[src/rtl/seq_mult_pkg.sv]
// Shared definitions for the sequential array multiplier: FSM state encoding,
// counter sizing and a wide two's-complement negate used for signed results.
package seq_mult_pkg;

    typedef enum logic [1:0] {
        IDLE = 2'd0,
        CALC = 2'd1,
        DONE = 2'd2
    } state_t;

    // Widest product the negate helper supports; callers truncate to 2N bits.
    localparam int NEG_MAX_W = 128;

    // Bits needed for a step counter that runs from 0 up to n/k inclusive.
    function automatic int count_width(input int n, input int k);
        return $clog2(n / k + 1);
    endfunction

    // Two's-complement negate; the low 2N bits are the 2N-bit negation.
    function automatic logic [NEG_MAX_W-1:0] negate_2c(input logic [NEG_MAX_W-1:0] v);
        return ~v + NEG_MAX_W'(1);
    endfunction

endpackage

[src/rtl/mult_pp_row.sv]
// Combinational K-row slice of the array multiplier: adds mag_a times K
// multiplier bits, placed at bit offset count*K, into a 2N-bit running sum.
// Each row is a 2N-bit ripple chain of full adders, as in the original
// combinational array; the final carry-out is dropped because the full
// product always fits in 2N bits.
module mult_pp_row #(
    parameter int N  = 8,
    parameter int K  = 2,
    parameter int CW = 3
) (
    input  logic [N-1:0]   mag_a,
    input  logic [K-1:0]   b_bits,
    input  logic [CW-1:0]  count,
    input  logic [2*N-1:0] sum_in,
    output logic [2*N-1:0] sum_out
);

    localparam int SHW = $clog2(2 * N) + 1;

    logic [2*N-1:0] ext_a;
    logic [SHW-1:0] base_shift;
    logic [2*N-1:0] run_sum;
    logic [2*N-1:0] addend;
    logic           carry;
    logic           gen;
    logic           prop;

    assign ext_a      = {{N{1'b0}}, mag_a};
    assign base_shift = SHW'(count) * SHW'(K);

    // Ripple each gated, shifted copy of mag_a through its own full-adder row.
    always_comb begin
        run_sum = sum_in;
        addend  = '0;
        carry   = 1'b0;
        gen     = 1'b0;
        prop    = 1'b0;
        for (int j = 0; j < K; j++) begin
            addend = b_bits[j] ? (ext_a << (base_shift + SHW'(j))) : '0;
            carry  = 1'b0;
            for (int i = 0; i < 2 * N; i++) begin
                gen        = run_sum[i] & addend[i];
                prop       = run_sum[i] ^ addend[i];
                run_sum[i] = prop ^ carry;
                carry      = gen | (prop & carry);
            end
        end
        sum_out = run_sum;
    end

endmodule

[src/rtl/seq_array_multiplier.sv]
// Iterative N x N multiplier retiring K multiplier bits per clock, with
// signed/unsigned selection per transaction and valid/ready on both sides.
// Operands are converted to magnitudes on accept and the sign is reapplied
// once at the end, so the adder array only ever sees unsigned values.
// Optional feature macro: SEQ_MULT_EARLY_TERM_EN -- finish as soon as the
// remaining multiplier bits are all zero instead of always taking N/K steps.
module seq_array_multiplier #(
    parameter int N = 8,
    parameter int K = 2
) (
    input  logic           clk,
    input  logic           rst_n,
    input  logic           in_valid,
    output logic           in_ready,
    input  logic [N-1:0]   a,
    input  logic [N-1:0]   b,
    input  logic           is_signed,
    output logic           out_valid,
    input  logic           out_ready,
    output logic [2*N-1:0] product,
    output logic           busy
);

    import seq_mult_pkg::*;

    localparam int STEPS = N / K;
    localparam int CW    = count_width(N, K);

    if (N < 2) begin : g_bad_n
        $error("seq_array_multiplier: N must be at least 2");
    end
    if (K < 1 || (N % K) != 0) begin : g_bad_k
        $error("seq_array_multiplier: K must divide N");
    end
    if (2 * N > NEG_MAX_W) begin : g_bad_w
        $error("seq_array_multiplier: 2N exceeds negate helper width");
    end

    state_t         state;
    state_t         state_next;
    logic [N-1:0]   mag_a;
    logic [N-1:0]   mag_b;
    logic           neg;
    logic [2*N-1:0] acc;
    logic [CW-1:0]  count;

    logic [N-1:0]   a_abs;
    logic [N-1:0]   b_abs;
    logic [2*N-1:0] acc_sum;
    logic [2*N-1:0] result;
    logic           last_step;

    assign a_abs = (is_signed && a[N-1]) ? (~a + N'(1)) : a;
    assign b_abs = (is_signed && b[N-1]) ? (~b + N'(1)) : b;

    mult_pp_row #(
        .N  (N),
        .K  (K),
        .CW (CW)
    ) u_row (
        .mag_a   (mag_a),
        .b_bits  (mag_b[K-1:0]),
        .count   (count),
        .sum_in  (acc),
        .sum_out (acc_sum)
    );

`ifdef SEQ_MULT_EARLY_TERM_EN
    assign last_step = (count == CW'(STEPS - 1)) || ((mag_b >> K) == '0);
`else
    assign last_step = (count == CW'(STEPS - 1));
`endif

    assign result = neg ? (2*N)'(negate_2c(NEG_MAX_W'(acc_sum))) : acc_sum;

    // State register.
    always_ff @(posedge clk or negedge rst_n) begin
        if (!rst_n) begin
            state <= IDLE;
        end else begin
            state <= state_next;
        end
    end

    // Next-state logic: accept, iterate, then wait for the result handshake.
    always_comb begin
        state_next = state;
        case (state)
            IDLE:    if (in_valid)  state_next = CALC;
            CALC:    if (last_step) state_next = DONE;
            DONE:    if (out_ready) state_next = IDLE;
            default: state_next = IDLE;
        endcase
    end

    // Handshake outputs decoded from the current state.
    always_comb begin
        in_ready  = 1'b0;
        out_valid = 1'b0;
        busy      = 1'b0;
        case (state)
            IDLE:    in_ready = 1'b1;
            CALC:    busy = 1'b1;
            DONE: begin
                out_valid = 1'b1;
                busy      = 1'b1;
            end
            default: in_ready = 1'b1;
        endcase
    end

    // Datapath: capture magnitudes on accept, accumulate K bits per step,
    // and register the sign-corrected product on the final step.
    always_ff @(posedge clk or negedge rst_n) begin
        if (!rst_n) begin
            mag_a   <= '0;
            mag_b   <= '0;
            neg     <= 1'b0;
            acc     <= '0;
            count   <= '0;
            product <= '0;
        end else begin
            case (state)
                IDLE: begin
                    if (in_valid) begin
                        mag_a <= a_abs;
                        mag_b <= b_abs;
                        neg   <= is_signed & (a[N-1] ^ b[N-1]);
                        acc   <= '0;
                        count <= '0;
                    end
                end
                CALC: begin
                    acc   <= acc_sum;
                    mag_b <= mag_b >> K;
                    count <= count + CW'(1);
                    if (last_step) begin
                        product <= result;
                    end
                end
                default: begin
                end
            endcase
        end
    end

endmodule

[config.mk]
export PLATFORM = sky130hd
export DESIGN_NAME = seq_array_multiplier
export DESIGN_NICKNAME = d
export VERILOG_FILES = /design/src/rtl/seq_mult_pkg.sv /design/src/rtl/mult_pp_row.sv /design/src/rtl/seq_array_multiplier.sv
export SDC_FILE = /design/constraint.sdc
export NUM_CORES = 1
export LEC_CHECK = 0
export ABC_CLOCK_PERIOD_IN_PS = 7340
export CORE_AREA = 8 8 133 135
export CTS_CLUSTER_SIZE = 16
export DETAILED_ROUTE_END_ITERATION = 7
export DIE_AREA = 0 0 141 143
export GPL_ROUTABILITY_DRIVEN = 0
export GPL_TIMING_DRIVEN = 1
export HOLD_SLACK_MARGIN = 0.12
export PLACE_DENSITY = 0.51
export SLEW_MARGIN = 20
export SYNTH_ARGS = -nofsm -noshare
export SYNTH_HDL_FRONTEND = slang
export SYNTH_SLANG_ARGS = --single-unit
[constraint.sdc]
create_clock -name clk -period 7.34 [get_ports clk]
set_input_delay 0.734 -clock clk [delete_from_list [all_inputs] [get_ports clk]]
set_output_delay 0.734 -clock clk [all_outputs]
set_load 0.02 [all_outputs]
; After elaboration in Yosys (flattened, before gate mapping)
; Cells that the tools add are included.
[totals]
latch_bits = 0
memories = 0
wordCells = 200
output_inout_bits = 19
mem_bits_rw = 0
rom_bits = 0
regBits = 54
inputBits = 21
[classes]
eq_ne = 6
bitwise = 153
n_reduce_logical = 9
n_mul = 0
n_addsub = 5
n_mux = 18
n_shift = 2
n_lt_le_gt_ge = 0
div = 0
[ops]
columns = cell, n
row1 = 2-to-1 mux 16 bit, 4
row2 = XOR 1 bit, 63
row3 = bitwise AND 1 bit, 59
row4 = one-hot mux 16 bit (2 select lines), 1
row5 = OR 1 bit, 28
row6 = 2-to-1 mux 8 bit, 3
row7 = adder 16 x 1 -> 16 bit (second input constant), 1
row8 = adder 8 x 1 -> 8 bit (second input constant), 2
row9 = inverter 16 bit, 1
row10 = inverter 8 bit, 2
row11 = one-hot mux 8 bit (2 select lines), 1
row12 = left shift 8 x 4 -> 16 bit, 1
row13 = left shift 8 x 5 -> 16 bit, 1
row14 = 2-to-1 mux 2 bit, 3
row15 = != test 2 bit (second input constant), 3
row16 = one-hot mux 2 bit (3 select lines), 1
row17 = one-hot mux 3 bit (2 select lines), 1
row18 = AND reduction 2 bit, 3
row19 = adder 4 x 1 -> 5 bit (second input constant), 1
row20 = adder 3 x 1 -> 3 bit (second input constant), 1
row21 = equality test 3 x 2 -> 1 bit (second input constant), 1
row22 = 2-to-1 mux 1 bit, 3
row23 = 2-to-1 mux 3 bit, 1
row24 = AND reduction 3 bit, 1
row25 = other kinds (6), 7

; Depth between registers and ports, before layout
[depth]
word_depth = 37
mapped_depth = 26
depth_no_buf = 24

; Hierarchy
; A second synthesis with hierarchy kept.
[hier_totals]
hier_cells = 423
area_unflattened_um2 = 3925.0
[by_module_without_submodules]
columns = mod, seq_area_each_um2, cells_each, n_inst, area_each_um2
row1 = seq_array_multiplier, 1351.3, 280, 1, 2731.4
row2 = mult_pp_row, 0.0, 143, 1, 1193.6

; Worst setup path before layout
; OpenSTA, ideal clock, no wires.
[synth_path]
path_kind = register to register
startpoint = register count[1]
endpoint = register product[15]
period_less_slack_ns = 7.945
path_slack_ns = -0.605
path_buffers = 2
path_stages_with_launch = 27
arrival_ns = 7.869
required_time_ns = 7.264
setup_time_ns = 0.076
cell_sequence = dfrtp_1 > buf_6 > clkbuf_1 > nor2_1 > nand2_1 > nor2_1 > ha_1 > fa_1 > fa_1 > fa_1 > fa_1 > fa_1 > fa_1 > fa_1 > fa_1 > fa_1 > fa_1 > fa_1 > fa_1 > fa_1 > inv_1 > fa_1 > fa_1 > nand2_1 > o31a_1 > xnor3_1 > o21ai_1
[synth_via]
elab_chain_len = 37
word_cells_on_any_way = 158
classes_between = 2 x add/sub / 1 x eq/ne / 2 x shift / 3 x mux / 149 x bitwise / 1 x reduce/logical
[synth_lines]
columns = element, line
row1 = from (decl), seq_array_multiplier.sv:45  ; logic [CW-1:0] count;
row2 = from (signal assigned), seq_array_multiplier.sv:136  ; count <= count + CW'(1);
row3 = branches (longest 37 deep; another with adder 4 x 1 -> 5 bit), --
row4 = to (signal assigned), seq_array_multiplier.sv:138  ; product <= result;
row5 = to (decl), seq_array_multiplier.sv:20  ; output logic [2*N-1:0] product,
; Several ways; the timed one is not identified.
; A chain may end at the register's enable or synchronous reset.

; Worst setup path after layout
[layout_path]
startpoint = register mag_a[1]
endpoint = register product[15]
[layout_via]
elab_chain_len = 37
word_cells_on_any_way = 139
classes_between = 1 x add/sub / 2 x shift / 3 x mux / 133 x bitwise
[layout_lines]
columns = element, line
row1 = from (decl), seq_array_multiplier.sv:41  ; logic [N-1:0] mag_a;
row2 = from (signal assigned), seq_array_multiplier.sv:126  ; mag_a <= a_abs;
row3 = left shift 8 x 4 -> 16 bit, mult_pp_row.sv:39  ; addend = b_bits[j] ? (ext_a << (base_shift + SHW'(j))) : '0;
row4 = 2-to-1 mux 16 bit, mult_pp_row.sv:39
row5 = XOR 1 bit, mult_pp_row.sv:43  ; prop = run_sum[i] ^ addend[i];
row6 = bitwise AND 1 bit / XOR 1 bit (equally long branches), "mult_pp_row.sv:45, mult_pp_row.sv:44"
row7 = OR 1 bit / XOR 1 bit (equally long branches), "mult_pp_row.sv:45, mult_pp_row.sv:43"
row8 = bitwise AND 1 bit / XOR 1 bit (equally long branches), "mult_pp_row.sv:45, mult_pp_row.sv:44"
row9 = OR 1 bit / XOR 1 bit (equally long branches), "mult_pp_row.sv:45, mult_pp_row.sv:43"
row10 = bitwise AND 1 bit / XOR 1 bit (equally long branches), "mult_pp_row.sv:45, mult_pp_row.sv:44"
row11 = [... 21 more ...], --
row12 = bitwise AND 1 bit / XOR 1 bit (equally long branches), "mult_pp_row.sv:45, mult_pp_row.sv:44"
row13 = OR 1 bit / XOR 1 bit (equally long branches), "mult_pp_row.sv:45, mult_pp_row.sv:43"
row14 = XOR 1 bit / bitwise AND 1 bit (equally long branches), "mult_pp_row.sv:44, mult_pp_row.sv:45"
row15 = XOR 1 bit / OR 1 bit (equally long branches), "mult_pp_row.sv:43, mult_pp_row.sv:45"
row16 = XOR 1 bit, mult_pp_row.sv:44  ; run_sum[i] = prop ^ carry;
row17 = inverter 16 bit, seq_mult_pkg.sv:21  ; return ~v + NEG_MAX_W'(1);
row18 = adder 16 x 1 -> 16 bit, seq_mult_pkg.sv:21
row19 = 2-to-1 mux 16 bit (*), seq_array_multiplier.sv:74  ; assign result = neg ? (2*N)'(negate_2c(NEG_MAX_W'(acc_sum))) : acc_sum;
; Every way passes the cells marked *; elsewhere a longest branch is shown, timed or not.

==> flow_metrics.env <==
export IMPL_netlist_top_cells_area="dfrtp_1 (36%), fa_1 (14%), nand2_1 (8.5%)"
export IMPL_timing_final_crit_period_ns=7.29
export IMPL_cp_required_ns=7.55
export IMPL_worstSetupPathType="flip-flop to flip-flop"
export IMPL_cts_clk_slew_worst_paths_ns=0.07
export IMPL_ys_seq_area_frac=0.357
export IMPL_syn_nets=476
export IMPL_setup_viol=0
export IMPL_rsz0062_at_grt="yes"
export IMPL_antenna_found_initial=0
export IMPL_hold_path_class="flip-flop to flip-flop"
export IMPL_coreArea_um2=15600
export IMPL_drc_errors=0
export IMPL_cap_violations=0
export IMPL_dieArea_um2=20200
export IMPL_initialDrtViolationCount=150
export IMPL_critPathCaptureType="flip-flop"
export IMPL_numPortBuffers=39
export IMPL_period_share=0.993
export IMPL_wire_per_inst_um=13.4
export IMPL_ys_ff_latch=54
export IMPL_p_leak_nw=1.88
export IMPL_diodes=0
export IMPL_clock_skew_ns=0.00651
export IMPL_timing_rr_start="mag_a[1]"
export IMPL_ys_types=39
export IMPL_setup_worst_path_start="mag_a[1]"
export IMPL_grt_pass1_vias=3016
export IMPL_arrival_ns=7.50
export IMPL_hold_buffers=0
export IMPL_nFillCells=1648
export IMPL_fmax_mhz=137
export IMPL_vias_per_cell=4.31
export IMPL_synth_enable_flop_cells=0
export IMPL_layout_drive_gt1_share=0.123
export IMPL_clockBufferDepth=2
export IMPL_fp_row_count=46
export IMPL_grt_max_degree=55
export IMPL_grt_first_pass_wirelength_um=15300
export IMPL_design_power_total_w=0.00208
export IMPL_nNetsFinal=519
export IMPL_avgSynthCellArea_um2=9.06
export IMPL_p_per_area_nw_per_um2=440
export IMPL_synthCells=418
export IMPL_yosysTopAreaCell="dfrtp_1"
export IMPL_gr_total_overflow=0
export IMPL_grt_util_all_layers=0.0944
export IMPL_cp_max_fo=2
export IMPL_r2r_end="product[15]"
export IMPL_async_reset_ff_frac=1.00
export IMPL_ys_top_cells_by_count="nand2_1 (86), o21ai_0 (58), dfrtp_1 (54)"
export IMPL_io_pins=40
export IMPL_routed_wl_um=9080
export IMPL_die_x_um=141
export IMPL_startpoint_type="flip-flop"
export IMPL_root_buffer="clkbuf_16"
export IMPL_cts_tree="built"
export IMPL_place_ws_ns=-0.0360
export IMPL_detailedRoute_firstPassIterationCount=4
export IMPL_start_util=0.243
export IMPL_areaGrowthSynthToFinish_pct=24.7
export IMPL_ir_drop_v=0.000186
export IMPL_timing_final_ws_setup_ns=0.0497
export IMPL_crit_end="product[15]"
export IMPL_slew_violations=0
export IMPL_ys_flop_type="dfrtp_1"
export IMPL_die_h_um=143
export IMPL_ant_nets=0
export IMPL_synthDominantCellAreaShare=0.357
export IMPL_htreeDepth=2
export IMPL_rr_worst_depth=22
export IMPL_run_status="completed"
export IMPL_cts_sinks=54
export IMPL_yosysMostFrequentCell="nand2_1"
export IMPL_netlist_area_um2=3790
export IMPL_hold_viol_final=0
export IMPL_yosysWarnings=0
export IMPL_hpwlAfterDp_um=7080
export IMPL_clk_latency_ns=0.30
export IMPL_tightest_slew_ns=0.947
export IMPL_numCtsBuffers=5
export IMPL_num_vias=2925
export IMPL_r2r_slack_ns=0.05
export IMPL_slew_headroom=0.367
==> sequential cells by signal, indices dropped and copies added (netlist names) <==
signal and cells:
acc 16, product 16, mag_a 8, mag_b 8
neg 1, state 2, count 3
==> critical path, cell delays in order, from the launching register on <==
cell	delay, ns
dfrtp_1	0.38
nor2b_1	0.15
and3_1	0.19
fa_2	0.37
fa_2	0.35
fa_2	0.36
fa_2	0.35
fa_2	0.36
fa_2	0.35
fa_2	0.35
fa_2	0.35
fa_2	0.35
fa_2	0.35
fa_2	0.53
inv_1	0.06
fa_2	0.39
fa_2	0.34
fa_2	0.34
fa_1	0.52
nand2_1	0.06
o31a_1	0.27
xnor3_1	0.33
o21ai_1	0.11
==> report_power, final <==
| group | switching, W | internal, W |
|---|---|---|
| clock | 0.000114 | 0.000137 |
| sequential | 0.0000962 | 0.000408 |
| combinational | 0.000748 | 0.000575 |
==> layer usage <==
layer | global-route usage | vias up | routed length (um)
met2 | 0.152 | 54 | 4050
met3 | 0.0237 | 8 | 423
met4 | 0.0283 | 0 | 114
met5 | 0 | - | 0
li1 | - | 1469 | -
met1 | 0.122 | 1394 | 4490
==> per-stage QoR <==
step | instance area [um^2] | hold WS (ns) | instances | utilization | TNS (ns)
after CTS | 4700 | 0.486 | 677 | 0.302 | 0
after detailed placement | 4530 | 0.470 | 668 | 0.291 | -0.0360
after floorplan | 3860 | 0.438 | 418 | - | -0.0226
after global placement | 4530 | 0.463 | 668 | 0.291 | 0
after global routing | 4720 | 0.517 | 678 | 0.303 | -0.210
final | 4720 | 0.479 | 678 | 0.303 | 0
==> layout by cell type, fill, tap and decap left out, drive strengths merged, types with 10 or more instances in the layout <==
cell / n
dfrtp: 54
mux2i: 12
clkdlybuf4s50: 38
buf: 17
ha: 10
xnor2: 22
nor2: 13
a21oi: 11
nand2: 86
fa: 27
inv: 32
o21ai: 62
==> cells by family (layout without fill, tap and decap cells) <==
kind of cell,count (synthesis),count (layout),synth area share
DFF,54,54,0.357
muxes,15,15,0.0466
adders and majority gates,37,37,0.176
AOI/OAI and AO/OA,89,89,0.129
and+or+nand+nor,147,147,0.177
xor gates and xnor gates,26,26,0.0638
buffers and inverters,50,94,0.0516
==> repair_timing <==
item	in CTS	in global routing
hold endpoints to repair	0	0
resized for setup	2	1
pin swaps	1	1
setup endpoints to repair	1	2
gates cloned	0	0
setup buffers	1	1
==> worst min path at each step <==
stage	start	end	cells after the start
5_1_grt	product[14]	product[14]	2
6_report	product[2]	product[2]	2
4_1_cts	product[2]	product[2]	2
2_1_floorplan	rst_n	acc[0]	0
3_5_place_dp	product[2]	product[2]	2
3_3_place_gp	product[13]	product[13]	2
==> final cells by class <==
cell class	count	area, um^2	area share
timing repair buffer	55	505	0.107
multi-input combinational	314	2320	0.492
inverter	31	116	0.0247
tap	216	270	0.0573
sequential	54	1350	0.286
clock buffer	6	139	0.0294
clock inverter	2	16.3	0.00345
Power figures use the tool's default switching activity.
==> variant: new RTL, same settings <==
Encoding of `state_t`: now one-hot (3 bits for 3 states).
--- a/src/rtl/seq_mult_pkg.sv
+++ b/src/rtl/seq_mult_pkg.sv
@@ -2,10 +2,10 @@
 // counter sizing and a wide two's-complement negate used for signed results.
 package seq_mult_pkg;
 
-    typedef enum logic [1:0] {
-        IDLE = 2'd0,
-        CALC = 2'd1,
-        DONE = 2'd2
+    typedef enum logic [2:0] {
+        IDLE = 3'b001,
+        CALC = 3'b010,
+        DONE = 3'b100
     } state_t;
 
     // Widest product the negate helper supports; callers truncate to 2N bits.
Function: same outputs for any inputs over 4 cycles, from zero or initial values and one cycle with rst_n low; so few cycles prove little.
==> variant against the original RTL <==
Synthesized area fell by 1.1%. Combinational power fell by 14%. Critical path type unchanged. Fmax rose by 0.40%. Largest power group unchanged. Power fell by 9.9%. Wire length fell by 7.0%. Sequential cell count rose by 1. First-iteration DRC count fell by 18%. Setup slack improved by 0.029 ns. Design area fell by 2.0%.
==> variant: results (changes against the original RTL) <==
Result of the run: finished clean (unchanged). The flop-to-flop setup slack is 0.08 ns (was 0.05 ns). The number of gates resized after cts came to 0 (was 2). The number of buffers on the longest clock path came out at 2 (unchanged). The overall fraction of global-route tracks in use is 9.06% (was 9.44%). The via count of the first global-routing pass came out at 2910 (was 3016). The number of buffers added on ports came out at 39 (unchanged). The sequential element share of the synthesized area came out at 36.8% (was 35.7%). The number of buffers added for setup after CTS came out at 0 (was 1). The number of CTS-inserted buffers is 5 (unchanged). The cell at the root of the clock tree is clkbuf_16 (unchanged). The post-synth net total came out at 457 (was 476).

The clock edge transition at the registers on the reported setup and hold paths is 0.07 ns (about the same). Largest registers ranked by flip-flop count: acc: 16 flops, product: 16 flops (unchanged). The source-to-sink clock delay at the later pin of the worst-skew pair came out at 0.29 ns. The count of antenna diodes in the layout is 0 (unchanged). The fraction of final layout cells with drive strength greater than 1 came out at 13.1% (was 12.3%). The delay of the slowest cell on the worst path came out at 0.53 ns (about the same). The kind of cell with the highest combined delay on the critical path is adder cells (unchanged). The unique cell type count in the Yosys netlist came out at 45 (was 39). The iteration-0 DRC count of the detailed router came out at 123 (was 150). The type of the tightest min-delay check is reg -> reg (unchanged). The length in cells of the worst reg-to-reg path came out at 24 (was 22).

The half-perimeter wire length after placement came out at 6.75 mm (was 7.08 mm). The number of sinks driven by the clock tree is 55 (was 54). The reg-to-reg endpoint is product[15]$_DFFE_PN0P_ (unchanged). The cell with the largest stage delay on the worst path is fa_1 (was fa_2). The total routed wirelength is 8.44 mm (was 9.08 mm). The number of detailed-routing iterations run before antenna repair came out at 4 (unchanged).

The maximum number of pins on one net before global-route repair was 56 (was 55). The clock tree skew after final layout came out at 0.00419 ns (was 0.00651 ns). The first-pass GRT wire length was 14.8 mm (was 15.3 mm).

The number of H-tree branching levels came out at 2 (unchanged). The total number of vias came out at 2841 (was 2925). The prevailing post-synth register cell was dfrtp_1 (unchanged). The reported net switching power was 0.836 mW (was 0.957 mW). The largest vdd supply drop came out at 0.000139 V (was 0.000186 V).

The startpoint of the lowest-slack hold path is product[0]$_DFFE_PN0P_ (was product[2]$_DFFE_PN0P_). The maximum fanout along the worst path came out at 2 (unchanged). The number of filler instances in the final layout is 1659 (was 1648). The worst-margin pin slew was 0.993 ns (was 0.947 ns).

The number of warnings reported in the yosys synthesis log is 0 (unchanged). Most numerous cell types in the synthesized netlist: nand2_1, o21ai_0, dfrtp_1, inv_1, fa_1 (unchanged). Largest cells by area after synthesis: dfrtp_1, fa_1, nand2_1 (unchanged). The data arrival time at the worst-slack endpoint came out at 7.47 ns (was 7.50 ns). The reg-to-reg startpoint is count[0]$_DFFE_PN0P_ (was mag_a[1]$_DFFE_PN0P_). The leakage dissipation came to 1.84 nW (was 1.88 nW). The initial antenna violation count came out at 0 (unchanged). The net count of the finished layout is 498 (was 519). The share of flip-flops with an asynchronous set or reset after synthesis came out at 100% (unchanged). The critical path start-end classification is reg -> reg (unchanged).
-- variant: per-layer routing --
metal	wire length, µm	global-route usage [%]	vias up
li1	-	-	1435
met1	4280	12.5	1339
met2	3660	13.9	60
met3	444	2.50	7
met4	58	1.70	0
met5	0	0	-
-- variant: through the flow --
stage | total power, mW | TNS [ns] | setup WS (ns) | area, µm² | instances
finish | 1.87 | 0 | 0.0784 | 4630 | 660
global route | 2.05 | -0.138 | -0.138 | 4630 | 660
floorplan | 1.32 | -0.0877 | -0.0877 | 3820 | 402
detailed placement | 1.66 | 0 | 0.0346 | 4480 | 652
CTS | 1.89 | 0 | 0.0163 | 4620 | 660
global placement | 1.63 | 0 | 0.113 | 4480 | 652
-- variant: final cells by class --
cell class | count | share of cell area (%)
timing repair buffer | 53 | 10.6
sequential | 55 | 29.8
multi-input combinational | 300 | 48.5
tap | 216 | 5.84
clock buffer | 7 | 2.87
clock inverter | 1 | 0.108
inverter | 28 | 2.27
-- variant: worst reg2reg max path, delay by kind of cell (launching register included) --
family / cells / cell delay, ns
flip-flops: 1 / 0.35
buffers and inverters: 2 / 0.09
adder cells (fa/ha/maj): 16 / 5.76
AND/OR/NAND/NOR: 3 / 0.21
XOR/XNOR: 1 / 0.32
AO/OA/AOI/OAI: 2 / 0.42
-- variant: logic make-up after synthesis --
family / after synthesis / share of synthesized area (%)
AOI/OAI and AO/OA: 82 / 12.7
xor gates and xnor gates: 28 / 6.92
adders and majority gates: 34 / 16.8
buffers and inverters: 47 / 4.95
DFF: 55 / 36.8
muxes: 13 / 4.28
and+or+nand+nor: 143 / 17.6
-- variant: worst min-delay path by stage --
stage	end	slack (ns)	depth (start not counted)
finish	product[0]$_DFFE_PN0P_	0.48	2
global placement	product[0]$_DFFE_PN0P_	0.46	2
detailed placement	mag_b[6]$_DFFE_PN0P_	0.47	2
CTS	mag_b[6]$_DFFE_PN0P_	0.49	2
floorplan	acc[0]$_DFFE_PN0P_	0.44	0
global route	product[0]$_DFFE_PN0P_	0.51	2
-- variant: power groups by stage --
stage          sequential, mW  clock (mW)  combinational [mW]
2_1_floorplan           0.517           0               0.807
3_3_place_gp            0.503           0                1.13
3_5_place_dp            0.508           0                1.15
4_1_cts                 0.503       0.240                1.15
5_1_grt                 0.522       0.254                1.28
6_report                0.501       0.229                1.14
